$ cat src/rtl/shot_clock_controller.sv
// Shot-clock sequencer: reloads, runs, pauses, expires and blanks the 24/14 s
// shot-clock counter, with an internal 1 s prescaler and a fixed-length horn.
module shot_clock_controller #(
    parameter int CLK_DIV     = 50_000_000,
    parameter int BUZZ_CYCLES = 25_000_000,
    parameter int FULL_VAL    = 24,
    parameter int SHORT_VAL   = 14
) (
    input  logic        clock_in,
    input  logic        reset_n,
    input  logic        start,
    input  logic        stop,
    input  logic        reload24,
    input  logic        reload14,
    input  logic [11:0] game_secs,
    input  logic        game_valid,
    output logic [4:0]  seconds,
    output logic        running,
    output logic        expired,
    output logic        blank,
    output logic        buzzer
);

    localparam int PW = $clog2(CLK_DIV);
    localparam int BW = (BUZZ_CYCLES > 1) ? $clog2(BUZZ_CYCLES) : 1;

    localparam logic [PW-1:0] PRE_LAST  = PW'(CLK_DIV - 1);
    localparam logic [BW-1:0] BUZZ_LOAD = BW'(BUZZ_CYCLES - 1);
    localparam logic [4:0]    FULL_SEC  = 5'(FULL_VAL);
    localparam logic [4:0]    SHORT_SEC = 5'(SHORT_VAL);

    localparam logic [1:0] ST_PAUSE   = 2'd0;
    localparam logic [1:0] ST_RUN     = 2'd1;
    localparam logic [1:0] ST_EXPIRED = 2'd2;
    localparam logic [1:0] ST_OFF     = 2'd3;

    logic [1:0]    state, state_nxt;
    logic [4:0]    seconds_nxt;
    logic [PW-1:0] prescaler, prescaler_nxt;
    logic [BW-1:0] buzz_cnt;
    logic          buzz_fire;
    logic          leaving_idle;
    logic          off_hit;

    assign leaving_idle = (state == ST_EXPIRED) || (state == ST_OFF);
    assign off_hit      = ((state == ST_PAUSE) || (state == ST_RUN)) && game_valid
                          && (game_secs < {7'd0, seconds});

    // Only the highest-priority command acts; the OFF check and the countdown
    // run only in cycles where no command is asserted.
    always_comb begin
        state_nxt     = state;
        seconds_nxt   = seconds;
        prescaler_nxt = prescaler;
        buzz_fire     = 1'b0;
        if (reload24) begin
            seconds_nxt   = FULL_SEC;
            prescaler_nxt = '0;
            if (leaving_idle) state_nxt = ST_PAUSE;
        end else if (reload14) begin
            if ((seconds < SHORT_SEC) || leaving_idle) begin
                seconds_nxt   = SHORT_SEC;
                prescaler_nxt = '0;
            end
            if (leaving_idle) state_nxt = ST_PAUSE;
        end else if (stop) begin
            if (state == ST_RUN) state_nxt = ST_PAUSE;
        end else if (start) begin
            if (state == ST_PAUSE) state_nxt = ST_RUN;
        end else if (off_hit) begin
            state_nxt = ST_OFF;
        end else if (state == ST_RUN) begin
            if (prescaler == PRE_LAST) begin
                prescaler_nxt = '0;
                if (seconds <= 5'd1) begin
                    seconds_nxt = 5'd0;
                    state_nxt   = ST_EXPIRED;
                    buzz_fire   = 1'b1;
                end else begin
                    seconds_nxt = seconds - 5'd1;
                end
            end else begin
                prescaler_nxt = prescaler + 1'b1;
            end
        end
    end

    always_ff @(posedge clock_in or negedge reset_n) begin
        if (!reset_n) begin
            state     <= ST_PAUSE;
            seconds   <= FULL_SEC;
            prescaler <= '0;
            running   <= 1'b0;
            expired   <= 1'b0;
            blank     <= 1'b0;
        end else begin
            state     <= state_nxt;
            seconds   <= seconds_nxt;
            prescaler <= prescaler_nxt;
            running   <= (state_nxt == ST_RUN);
            expired   <= (state_nxt == ST_EXPIRED);
            blank     <= (state_nxt == ST_OFF);
        end
    end

    // Horn runs for a fixed number of cycles once fired, independent of reloads.
    always_ff @(posedge clock_in or negedge reset_n) begin
        if (!reset_n) begin
            buzzer   <= 1'b0;
            buzz_cnt <= '0;
        end else if (buzz_fire) begin
            buzzer   <= 1'b1;
            buzz_cnt <= BUZZ_LOAD;
        end else if (buzz_cnt != '0) begin
            buzz_cnt <= buzz_cnt - 1'b1;
        end else begin
            buzzer <= 1'b0;
        end
    end

endmodule

$ cat config.mk
export PLATFORM = sky130hd
export DESIGN_NAME = shot_clock_controller
export DESIGN_NICKNAME = d
export VERILOG_FILES = /design/src/rtl/shot_clock_controller.sv
export SDC_FILE = /design/constraint.sdc
export NUM_CORES = 1
export LEC_CHECK = 0
export ABC_AREA = 1
export BUFFER_PORTS_ARGS = -buffer_cell sky130_fd_sc_hd__buf_2
export CORE_ASPECT_RATIO = 0.6
export CORE_MARGIN = 10
export CORE_UTILIZATION = 56
export CTS_CLUSTER_SIZE = 20
export DETAILED_ROUTE_END_ITERATION = 10
export PLACE_DENSITY = 0.84
export SLEW_MARGIN = 15
export SYNTH_ARGS = -nofsm -noshare
export SYNTH_HDL_FRONTEND = slang
export SYNTH_SLANG_ARGS = --single-unit
$ cat constraint.sdc
create_clock -name clock_in -period 2 [get_ports clock_in]
set_input_delay 0.4 -clock clock_in [delete_from_list [all_inputs] [get_ports clock_in]]
set_output_delay 0.4 -clock clock_in [all_outputs]
set_load 0.05 [all_outputs]
Yosys cells after proc, flatten, opt, wreduce, memory -nomap -nowiden
Index checks and enable logic that the tools add are counted.
{"block": "word_totals", "register_bits": 62, "input_bits": 19}
{"block": "classes", "add_sub_neg": 3, "magnitude_cmp": 3, "n_eq_ne": 12, "mux": 40, "n_reduce_logical": 12}
{"cell": "two-way mux 26 bit", "n": 8}
{"cell": "two-way mux 25 bit", "n": 2}
{"cell": "two-way mux 5 bit", "n": 9}
{"cell": "adder 26 x 1 -> 26 bit (second input constant)", "n": 1}
{"cell": "equality test 26 bit (second input constant)", "n": 1}
{"cell": "nonzero test 25 bit", "n": 1}
{"cell": "subtractor 25 x 1 -> 25 bit (second input constant)", "n": 1}
{"cell": "two-way mux 2 bit", "n": 11}
{"cell": "less-than comparator 12 x 5 -> 1 bit", "n": 1}
{"cell": "two-way mux 1 bit", "n": 10}
{"cell": "equality test 2 bit (second input constant)", "n": 4}
{"cell": "inequality test 3 x 1 -> 1 bit (second input constant)", "n": 2}
{"cell": "AND reduction 6 bit", "n": 1}
{"cell": "nonzero test 3 bit", "n": 2}
{"cell": "<= comparator 5 x 1 -> 1 bit (second input constant)", "n": 1}
{"cell": "less-than comparator 5 x 4 -> 1 bit (second input constant)", "n": 1}
{"cell": "AND reduction 5 bit", "n": 1}
{"cell": "subtractor 5 x 1 -> 5 bit (second input constant)", "n": 1}
{"cell": "equality test 2 x 1 -> 1 bit (second input constant)", "n": 2}
{"cell": "logical OR 1 bit", "n": 3}
{"cell": "inequality test 3 x 2 -> 1 bit (second input constant)", "n": 1}
{"cell": "inequality test 3 bit (second input constant)", "n": 1}
{"cell": "logical AND 1 bit", "n": 2}
{"cell": "zero test 2 bit", "n": 1}
{"cell": "other kinds (2)", "n": 2}

Longest topological paths before layout
Gate-level depths: netlist of run 1.
{"block": "logic_depth", "ltp_word": 10, "depth_mapped": 14, "depth_no_buf": 14}

Worst setup path before layout of run 1
OpenSTA, ideal clock, no wires.
{"block": "synth_timing", "path_type": "reg-to-reg", "from": "register seconds[1]", "to": "register prescaler[4]", "setup_ns": 0.118, "t_arrival_ns": 2.084, "t_required_ns": 1.882, "setup_slack_ns": -0.202, "stages_incl_launch_ff": 13, "path_buffers": 1, "synth_period_minus_slack_ns": 2.202, "cell_sequence": "dfrtp_1 -> inv_1 -> ha_1 -> a21oi_1 -> o21ai_1 -> nand2_1 -> nand2_2 -> nand3_4 -> nand2_4 -> nand2_4 -> buf_6 -> nand2_1 -> o21ai_2"}
{"block": "synth_via", "elab_chain_len": 4}
{"item": "start: declaration", "line": "17", "rtl": "output logic [4:0] seconds,"}
{"item": "start signal: assignment", "line": "98", "rtl": "seconds <= seconds_nxt;"}
{"item": "less-than comparator 12 x 5 -> 1 bit / less-than comparator 5 x 4 -> 1 bit (equally long branches)", "line": "47, 61"}
{"item": "logical AND 1 bit / logical OR 1 bit (equally long branches)", "line": "47, 61"}
{"item": "inequality test 3 bit (no line) / inequality test 3 x 2 -> 1 bit (equally long branches)"}
{"item": "AND reduction 5 bit (no line) (*)"}
{"item": "end signal: assignment", "line": "99", "rtl": "prescaler <= prescaler_nxt;"}
{"item": "end: declaration", "line": "39", "rtl": "logic [PW-1:0] prescaler, prescaler_nxt;"}
Mark *: on every way between the ends. The rest lies on a longest branch, timed or not.
A chain may end at the register's enable or synchronous reset.

Final worst setup path of run 1
{"block": "layout_timing", "from": "register prescaler[1]", "to": "register buzz_cnt[16]"}
{"block": "layout_via", "elab_chain_len": 9}
{"item": "equality test 26 bit (*)", "line": "73", "rtl": "if (prescaler == PRE_LAST) begin"}
{"item": "two-way mux 1 bit (*)", "line": "73"}
{"item": "two-way mux 1 bit (*)", "line": "72", "rtl": "end else if (state == ST_RUN) begin"}
{"item": "two-way mux 1 bit (*)", "line": "70", "rtl": "end else if (off_hit) begin"}
{"item": "two-way mux 1 bit (*)", "line": "68", "rtl": "end else if (start) begin"}
{"item": "two-way mux 1 bit (*)", "line": "66", "rtl": "end else if (stop) begin"}
{"item": "two-way mux 1 bit (*)", "line": "60", "rtl": "end else if (reload14) begin"}
{"item": "two-way mux 1 bit (*)", "line": "56", "rtl": "if (reload24) begin"}
{"item": "two-way mux 25 bit / nonzero test 2 bit (equally long branches)"}
{"item": "end signal: assignment", "line": "115", "rtl": "buzz_cnt <= buzz_cnt - 1'b1;"}
{"item": "end: declaration", "line": "40", "rtl": "logic [BW-1:0] buzz_cnt;"}
Marked as above.

==> results.md, run 1 <==
- Status: finished, final reports clean
- Number of placement rows: 24
- CTS tree: done
- Max-slew violations: 0
- PortBufs: 27
- DR vias: 4,424
- CTS Buffer Depth: 2
- H-tree Lvls: 3
- Leakage power total: about 2.4 nW
- CTS clk-pin slew, worst paths: 50 ps
- Layout area overhead: 20.1%
- Final net count: 696
- Finished Layout Cells: 778
- Min Clock Period, post-route: 1960 ps
- Post-synthesis cell count: slightly above 600
- Vias in the first global route: 3,923
- #FFs+latches synth: a little over 60
- Top-count cell post-synth: nand2_1
- CORE AREA: approximately 7400 um^2
- Total power: 3.49 mW
- Iteration-0 DRC Markers: 535
- Share of layout cells above drive strength 1: 0.245
- Die Y: 88.1 um
- Global route total overflow: 0
- Overall routing resource usage: 0.211
- PwrDens: 671 nW/um^2
- N_diodes: 0
- DRT Wirelength: 12,400 um
- Synthesized area: roughly 4300 um^2
- Fin Setup TNS: 0 ps
- DRC: 0
- Starting Density: 0.585
- Share of the synthesized area in the top cell type: 0.347
- Number of flops mapped to enable cells by yosys: 0
- YS warnings: 0
- Die width: 133 um
- Main flop type after synthesis: dfrtp_1
- Largest area contributor in the netlist: dfrtp_1
- Mapped Nets: 637
- Final cycle utilization of the critical path: 0.979
- Commonest cells post-synth: 155 x nand2_1, 77 x nor2_1, 69 x inv_1, 60 x dfrtp_1, 47 x nand3_1
- Final hold violation count: 0
- Mapped Avg Cell Area: 7.09 um^2
- Data required, critical path: 2220 ps
- Placed insts: 757
- Critical Path Start Type: register
- Hold_buf cts: 0
- Ports: 28
- Via density per instance: about 5.7
- Post-synth cell types: 42
- Worst setup EP type: register
- CP Max Fanout: 11
- Initial antenna violation count: 0
- Crit path arrival time: 2180 ps
- Area contributors post-synth: dfrtp_1 35%, nand2_1 13%, nor2_1 6.7%
- RSZ-0062 raised after global routing: true
- DR pass1 iterations: 5
- Hold crit path type: input pin to async pin
- First-pass GRT wire length: 19,900 um
- Skew-Pair Late Insertion Delay: between 300 and 400 ps
- Placed wire-length estimate: 8970 um
- Antenna Nets Post-Route: 0
- Sequential share of the synthesized area: 0.359
- Achievable frequency: 0.511 GHz
- Worst setup path category: register to register
- RD Place Congestion: 0.936
- Asr flop ratio synth: 1.00
- DR WL/cell: 15.9 um
- TritonCTS buffer count: 9
- # setup viols final: 0
- Max-cap viol count: 0
- Layout Skew: 6.78 ps
- VDD IR max: 0.361 mV
- Pin count of the biggest net entering global routing: 63
- Sink Count: 62
- Die footprint: about 12,000 um^2
- Worst slew margin: 0.668
- Worst-margin pin slew: 497 ps
- Root cell of the clock tree: clkbuf_16
cell usage in the layout (no fill, tap or decap), types with 18 or more instances in the layout:
master,instances
nand2_1,144
nor2_1,74
inv_1,68
dfrtp_1,58
nand3_1,46
buf_4,29
nor3_1,27
buf_2,27
nand4_1,25
nand2_2,18
sequential cells by signal (all words and copies together) (netlist names):
name	cells
blank	1
state	2
prescaler	26
expired	1
running	1
buzzer	1
buzz_cnt	25
seconds	5
worst max-delay path, stage by stage, from the launching register on:
cell	delay [ps]
dfrtp_1	390
ha_1	220
nand2_2	100
nor2_4	210
nand2_4	80
nor2_4	120
nand3_2	120
nor2_4	180
nand2_8	110
buf_6	160
o211ai_1	130
worst paths after layout:
kind	cells after the start	slack, ps	startpoint	to
max in group asynchronous	2	1590	reset_n	seconds[3]
worst max register to register	10	40	prescaler[1]	buzz_cnt[16]
worst max-delay path	10	40	prescaler[1]	buzz_cnt[16]
min in group clock_in	2	490	buzz_cnt[24]	buzz_cnt[24]
worst min register to register	2	490	buzz_cnt[24]	buzz_cnt[24]
worst min-delay path	2	50	reset_n	prescaler[19]
power breakdown:
group,switching (mW),total (mW),internal [mW],leakage [nW]
sequential,0.0360,1.34,1.30,0.753
combinational,0.442,0.657,0.215,1.54
clock,0.559,1.49,0.935,0.142
metrics by stage:
step | utilization | instance area, um^2 | worst slack [ps] | hold slack, ps
2_1_floorplan | - | 4360 | -133 | 104
5_1_grt | 0.703 | 5190 | -74.8 | 104
6_report | 0.703 | 5190 | 41.6 | 53.0
3_3_place_gp | 0.647 | 4780 | 25.7 | 439
4_1_cts | 0.689 | 5090 | 10.1 | 87.2
3_5_place_dp | 0.647 | 4780 | -27.9 | 438
layer usage:
layer / wire, um / part of all wire / vias to the layer above / track usage
met2: 4940 / 0.40 / 265 / 0.294
met3: 1590 / 0.13 / 20 / 0.0749
met4: 142 / 0.011 / 0 / 0.0462
li1: - / - / 2111 / -
met5: 0 / 0 / - / 0
met1: 5690 / 0.46 / 2028 / 0.303
logic make-up after synthesis:
| logic type | count (synthesis) | synth area share |
|---|---|---|
| AOI/OAI and AO/OA | 64 | 0.0958 |
| DFF | 62 | 0.359 |
| adders and majority gates | 8 | 0.0231 |
| xor gates and xnor gates | 9 | 0.0182 |
| buffers and inverters | 93 | 0.0923 |
| and+or+nand+nor | 374 | 0.411 |
area by class of cell:
type,instances,area [um^2]
fill,617,2190
clock inverter,3,17.5
timing repair buffer,62,447
inverter,79,302
tap,104,130
multi-input combinational,455,2470
sequential,62,1560
clock buffer,13,270
what timing repair did:
action | 4_1_cts | 5_1_grt
buffers inserted | 0 | 5
resized for setup | 4 | 21
setup endpoints to repair | 9 | 43
pin swaps | 0 | 4
endpoints found under the hold margin | 0 | 0
(Power assumes the default switching activity.)
==> run 2, diff against run 1 <==
--- a/config.mk
+++ b/config.mk
@@ -7,7 +7,6 @@
 export LEC_CHECK = 0
 export ABC_AREA = 1
 export BUFFER_PORTS_ARGS = -buffer_cell sky130_fd_sc_hd__buf_2
-export CORE_ASPECT_RATIO = 0.6
 export CORE_MARGIN = 10
 export CORE_UTILIZATION = 56
 export CTS_CLUSTER_SIZE = 20
==> results.md, run 2 (same netlist as run 1, synthesis figures left out) <==
- Status: finished, final reports clean
- Max-slew violations: 0
- CTS clk-pin slew, worst paths: 80 ps
- Final hold violation count: 0
- CP most frequent cell: nand2_1
- Vias in the first global route: 4,052
- Die width: 108 um
- Starting Density: 0.587
- Data required, critical path: 2240 ps
- Worst setup EP type: register
- Final net count: 693
- Top reg by flops: prescaler
- Sw frac: 0.331
- Seq pwr share: 0.423
- First-pass GRT wire length: 18,600 um
- Critical Path, Cell by Cell: inv_4 > ha_4 > nand2_1 > o21ai_2 > nand2_2 > nand2_2 > nand3_4 > nand2_4 > nand2_4 > nand2_1 > nand2_1
- Crit path arrival time: 2190 ps
- N_diodes: 0
- Antenna Nets Post-Route: 0
- Top flop regs: prescaler: 26 flops, buzz_cnt: 25 flops, seconds: 5 flops
- Root cell of the clock tree: clkbuf_8
- # setup viols final: 0
- DR WL/cell: 14.5 um
- DR pass1 iterations: 5
- CP Max Fanout: 14
- Area occupied by multi-input gates: roughly 2500 um^2
- Hold crit path type: input pin to register
- Worst-margin pin slew: between 500 and 600 ps
- Pint: roughly 2.1 mW
- Commonest cells after routing, fill and taps aside: 151 x nand2_1, 75 x nor2_1, 68 x inv_1, 58 x dfrtp_1, 46 x nand3_1
- VDD IR max: between 0.4 and 0.5 mV
- Sink Count: 62
- Pin count of the biggest net entering global routing: 49
- Combinational power share: 0.212
- Setup Buffers After CTS: 0
- Max-cap viol count: 0
- TritonCTS buffer count: 9
- Via density per instance: 5.63
- Share of layout cells above drive strength 1: 0.232
- Ports: 28
- PortBufs: 27
- Clock power share: 0.365
- RSZ-0062 raised after global routing: true
- Initial antenna violation count: 0
- Die footprint: about 12,000 um^2
- Achievable frequency: about 0.51 GHz
- Die Y: 108 um
- Finished Layout Cells: between 700 and 800
- Seq. cell area: about 1600 um^2
- Placed insts: ~750
- Skew-Pair Late Insertion Delay: 360 ps
- Setup slack after layout: 52.2 ps
- Leakage power total: about 2.4 nW
- Worst setup path category: register to register
- Switching power: 1.04 mW
- Layout Skew: 16.3 ps
- Min Clock Period, post-route: 1950 ps
- Final cycle utilization of the critical path: 0.974
- DRC: 0
- Commonest non-fill, non-tap cell in the layout: nand2_1
- Number of flip-flops in the largest register: 26
- Number of placement rows: 31
- Util after Layout: 0.686
- CTS tree: done
- Setup Slack @ Placement: 2.13 ps
- Global route total overflow: 0
- Fillers: 604
- RD Place Congestion: 0.965
- Worst slew margin: 0.659
- DRT Wirelength: 11,200 um
- CTS Buffer Depth: 2
- CP max-delay cell: dfstp_2
- Layout area overhead: 17.0%
- Worst path max stage delay: 560 ps
- Critical Path Start Type: register
- H-tree Lvls: 3
- Placed Area: 4760 um^2
- Overall routing resource usage: 0.192
- DR vias: 4,334
- Iteration-0 DRC Markers: 361
- Fin Setup TNS: 0 ps
- CORE AREA: 7370 um^2
- Placed wire-length estimate: 8230 um
- Post-Layout Inst Area: 5060 um^2
- PwrDens: 623 nW/um^2
run 2: cell count changes in the layout (fill, tap and decap cells not counted), sizes merged:
cell | before | now
dlygate4sd3 | 0 | 1
buf | 62 | 57
bufinv | 0 | 1
clkinv | 2 | 1
clkbuf | 13 | 9
clkinvlp | 1 | 2
nand2 | 167 | 168
inv | 79 | 82
run 2: layout make-up:
class / instances / share of cell area
sequential: 62 / 0.308
timing repair buffer: 58 / 0.0789
multi-input combinational: 456 / 0.489
tap: 99 / 0.0245
clock inverter: 7 / 0.0158
clock buffer: 9 / 0.0245
inverter: 79 / 0.0596
run 2: what timing repair did:
| action | in CTS | in global routing |
|---|---|---|
| gates resized for setup | 2 | 13 |
| endpoints found under the hold margin | 12 | 0 |
| hold buffers | 1 | 0 |
| cloned | 0 | 1 |
| pin swaps | 0 | 2 |
| endpoints found under the setup margin | 1 | 46 |
run 2: path summary, 6_finish.rpt:
check                                   from       endpoint  slack (ps)  cells after the start
worst max-delay path              seconds[3]  prescaler[16]          50                     11
worst min-delay path                reload14     seconds[4]         440                      4
worst max register to register    seconds[3]  prescaler[16]          50                     11
worst min register to register  buzz_cnt[24]   buzz_cnt[24]         490                      2
max in group asynchronous            reset_n        expired         910                      3
min in group asynchronous            reset_n  prescaler[16]         510                      2
run 2: worst max-delay path, delay by kind of cell (launching register included):
kind	cells	cell delay, ps
AO/OA/AOI/OAI	1	150
adder cells (fa/ha/maj)	1	260
flip-flops	1	560
AND/OR/NAND/NOR	8	830
buffers and inverters	1	40
run 2: metal layers:
metal	global-route usage	vias up	routed length, um
li1	-	2107	-
met1	0.241	2018	4860
met2	0.318	191	5220
met3	0.0443	18	941
met4	0.0611	0	169
met5	0	-	0
run 2: power groups by stage:
stage,clock (mW),sequential [mW],combinational (mW)
6_report,1.15,1.33,0.667
5_1_grt,1.23,1.34,0.728
4_1_cts,1.17,1.33,0.621
3_5_place_dp,0,1.36,0.610
3_3_place_gp,0,1.36,0.593
2_1_floorplan,0,1.46,0.313
run 2: through the flow:
step           power (mW)  hold slack [ps]
5_1_grt              3.30              494
6_report             3.15              441
3_3_place_gp         1.95              340
4_1_cts              3.12              437
3_5_place_dp         1.97              345
2_1_floorplan        1.77              104
==> run 3, diff against run 2 <==
--- a/config.mk
+++ b/config.mk
@@ -7,7 +7,6 @@
 export LEC_CHECK = 0
 export ABC_AREA = 1
 export BUFFER_PORTS_ARGS = -buffer_cell sky130_fd_sc_hd__buf_2
-export CORE_MARGIN = 10
 export CORE_UTILIZATION = 56
 export CTS_CLUSTER_SIZE = 20
 export DETAILED_ROUTE_END_ITERATION = 10
==> results.md, run 3 (same netlist as run 1, synthesis figures left out) <==
- Number of placement rows: 31
- Hold crit path type: input pin to async pin
- Min Clock Period, post-route: 1940 ps
- Data required, critical path: 2240 ps
- Crit path max-delay family: flip-flops
- Achievable frequency: approximately 0.52 GHz
- Commonest non-fill, non-tap cell in the layout: nand2_1
- # setup viols final: 0
- Critical Path Start Type: register
- CTS clk-pin slew, worst paths: 80 ps
- RR Startpoint: seconds[3]
- Final hold violation count: 0
- Layout Skew: 13.3 ps
- Pin count of the biggest net entering global routing: 63
- Worst-margin pin slew: 444 ps
- DR pass1 iterations: 5
- Global route total overflow: 0
- Die footprint: slightly above 8000 um^2
- CORE AREA: between 7000 and 8000 um^2
- DRC: 0
- DRT Wirelength: 11,100 um
- N_diodes: 0
- PortBufs: 27
- Top reg by flops: prescaler
- Setup Slack @ Placement: -21.7 ps
- Crit path arrival time: 2180 ps
- Global routing's busiest layer: met2
- Number of flip-flops in the largest register: 26
- DR vias: around 4,300
- Critical Path, Cell by Cell: inv_4 > ha_4 > a21oi_2 > o21ai_2 > nand2_1 > nand2_2 > buf_4 > nand2_8 > nand2_2 > a21bo_2
- Placed wire-length estimate: roughly 8000 um
- Area occupied by multi-input gates: between 2000 and 2500 um^2
- CP bufs+invs: 2
- RD Place Congestion: ~0.96
- Worst hold margin: about 24 ps
- Die width: 89.9 um
- DR WL/cell: 14.4 um
- Setup Buffers After CTS: 0
- Initial antenna violation count: 0
- VDD IR max: 0.349 mV
- Root cell of the clock tree: clkbuf_8
- Share of layout cells above drive strength 1: 0.245
- Starting Density: 0.587
- Worst path max stage delay: 550 ps
- Iteration-0 DRC Markers: ~330
- Finished Layout Cells: 769
- CP most frequent cell: nand2_2
- Reg-to-reg setup timing slack: 60 ps
- Skew-Pair Late Insertion Delay: 360 ps
- Top flop regs: prescaler: 26 flops, buzz_cnt: 25 flops, seconds: 5 flops
- Via density per instance: 5.57
- Met1 usage in global routing: 0.362
- Worst slew margin: 0.703
- Max-cap viol count: 0
- Antenna Nets Post-Route: 0
- H-tree Lvls: 3
- Worst setup EP type: register
- PwrDens: ~600 nW/um^2
- Global routing usage on met3: 0.0457
- Fillers: 604
- Final cycle utilization of the critical path: 0.969
- Commonest cells after routing, fill and taps aside: 148 x nand2_1, 72 x nor2_1, 69 x inv_1, 58 x dfrtp_1, 46 x nand3_1
- RSZ-0062 raised after global routing: true
- Max-slew violations: 0
- Worst setup path category: register to register
- Overall routing resource usage: 0.285
- Reg2reg path depth: 10
- TritonCTS buffer count: 9
- Hold_buf cts: 0
- Seq. cell area: 1560 um^2
- Leakage power total: 2.34 nW
- Status: finished, final reports clean
- Vias in the first global route: approximately 4,100
- Final net count: roughly 690
- Die Y: 89.9 um
- Reg2Reg Capture Point: buzz_cnt[5]
- CTS Buffer Depth: 2
- Setup slack after layout: 62.6 ps
- CTS tree: done
- Ports: 28
- CP Max Fanout: 10
- Sink Count: 62
- First-pass GRT wire length: 18,500 um
- CP max-delay cell: dfstp_2
- Layout area overhead: 16.5%
- Placed insts: 753
- Global-route track usage on met2: 0.472
## run 3: cell types whose count changed in the layout (fill, tap and decap cells not counted), moves of 2 or more
cell        previous run  this run
clkinv_2               0         2
clkinvlp_4             2         4
inv_6                  3         1
nand2_1              151       148
nand2_2               11        14
nor2_1                75        72
nor2_2                 9        12
o21ai_0               12         9
o21ai_2               12        14
## run 3: worst register-to-register path: cells and delay by family, from the launching register on
kind / cells / cell delay (ps)
flip-flops: 1 / 550
AO/OA/AOI/OAI: 3 / 470
buffers and inverters: 2 / 200
AND/OR/NAND/NOR: 4 / 360
adder cells (fa/ha/maj): 1 / 240
## run 3: layer usage
metal,up-vias,part of all wire
li1,2099,-
met1,1994,0.44
met4,0,0.030
met3,33,0.062
met2,157,0.47
met5,-,0
## run 3: stage by stage
stage	power [mW]	setup TNS, ps	area, um^2	utilization
floorplan	1.77	-2670	4360	-
detailed placement	1.97	-38.0	4770	0.647
finish	3.00	0	5040	0.683
global placement	1.96	0	4770	0.647
global route	3.12	-494	5040	0.683
CTS	2.96	0	4950	0.672
## run 3: worst max path at each step
stage	slack (ps)	cells past startpoint	to	from
after global routing	-40	11	prescaler[9]	seconds[3]
final	60	10	buzz_cnt[5]	seconds[3]
after global placement	30	11	prescaler[0]	seconds[3]
after CTS	30	10	buzz_cnt[5]	seconds[3]
after detailed placement	-20	11	prescaler[0]	game_secs[1]
after floorplan	-130	12	prescaler[4]	seconds[3]
## run 3: final cells by class
cell class | count | share of cell area
Clock buffer | 9 | 0.0246
Multi-Input combinational cell | 455 | 0.493
Tap cell | 99 | 0.0246
Clock inverter | 7 | 0.00969
Inverter | 79 | 0.0599
Timing Repair Buffer | 58 | 0.0788
Sequential cell | 62 | 0.309
## run 3: report_power, final
group / switching (mW) / total [mW] / internal, mW
Clock: 0.563 / 1.01 / 0.448
Combinational: 0.437 / 0.664 / 0.227
Sequential: 0.0316 / 1.33 / 1.30
## run 3: timing repair
item,CTS,global route
endpoints found under the setup margin,4,51
gates resized for setup,2,24
pin swaps,0,3
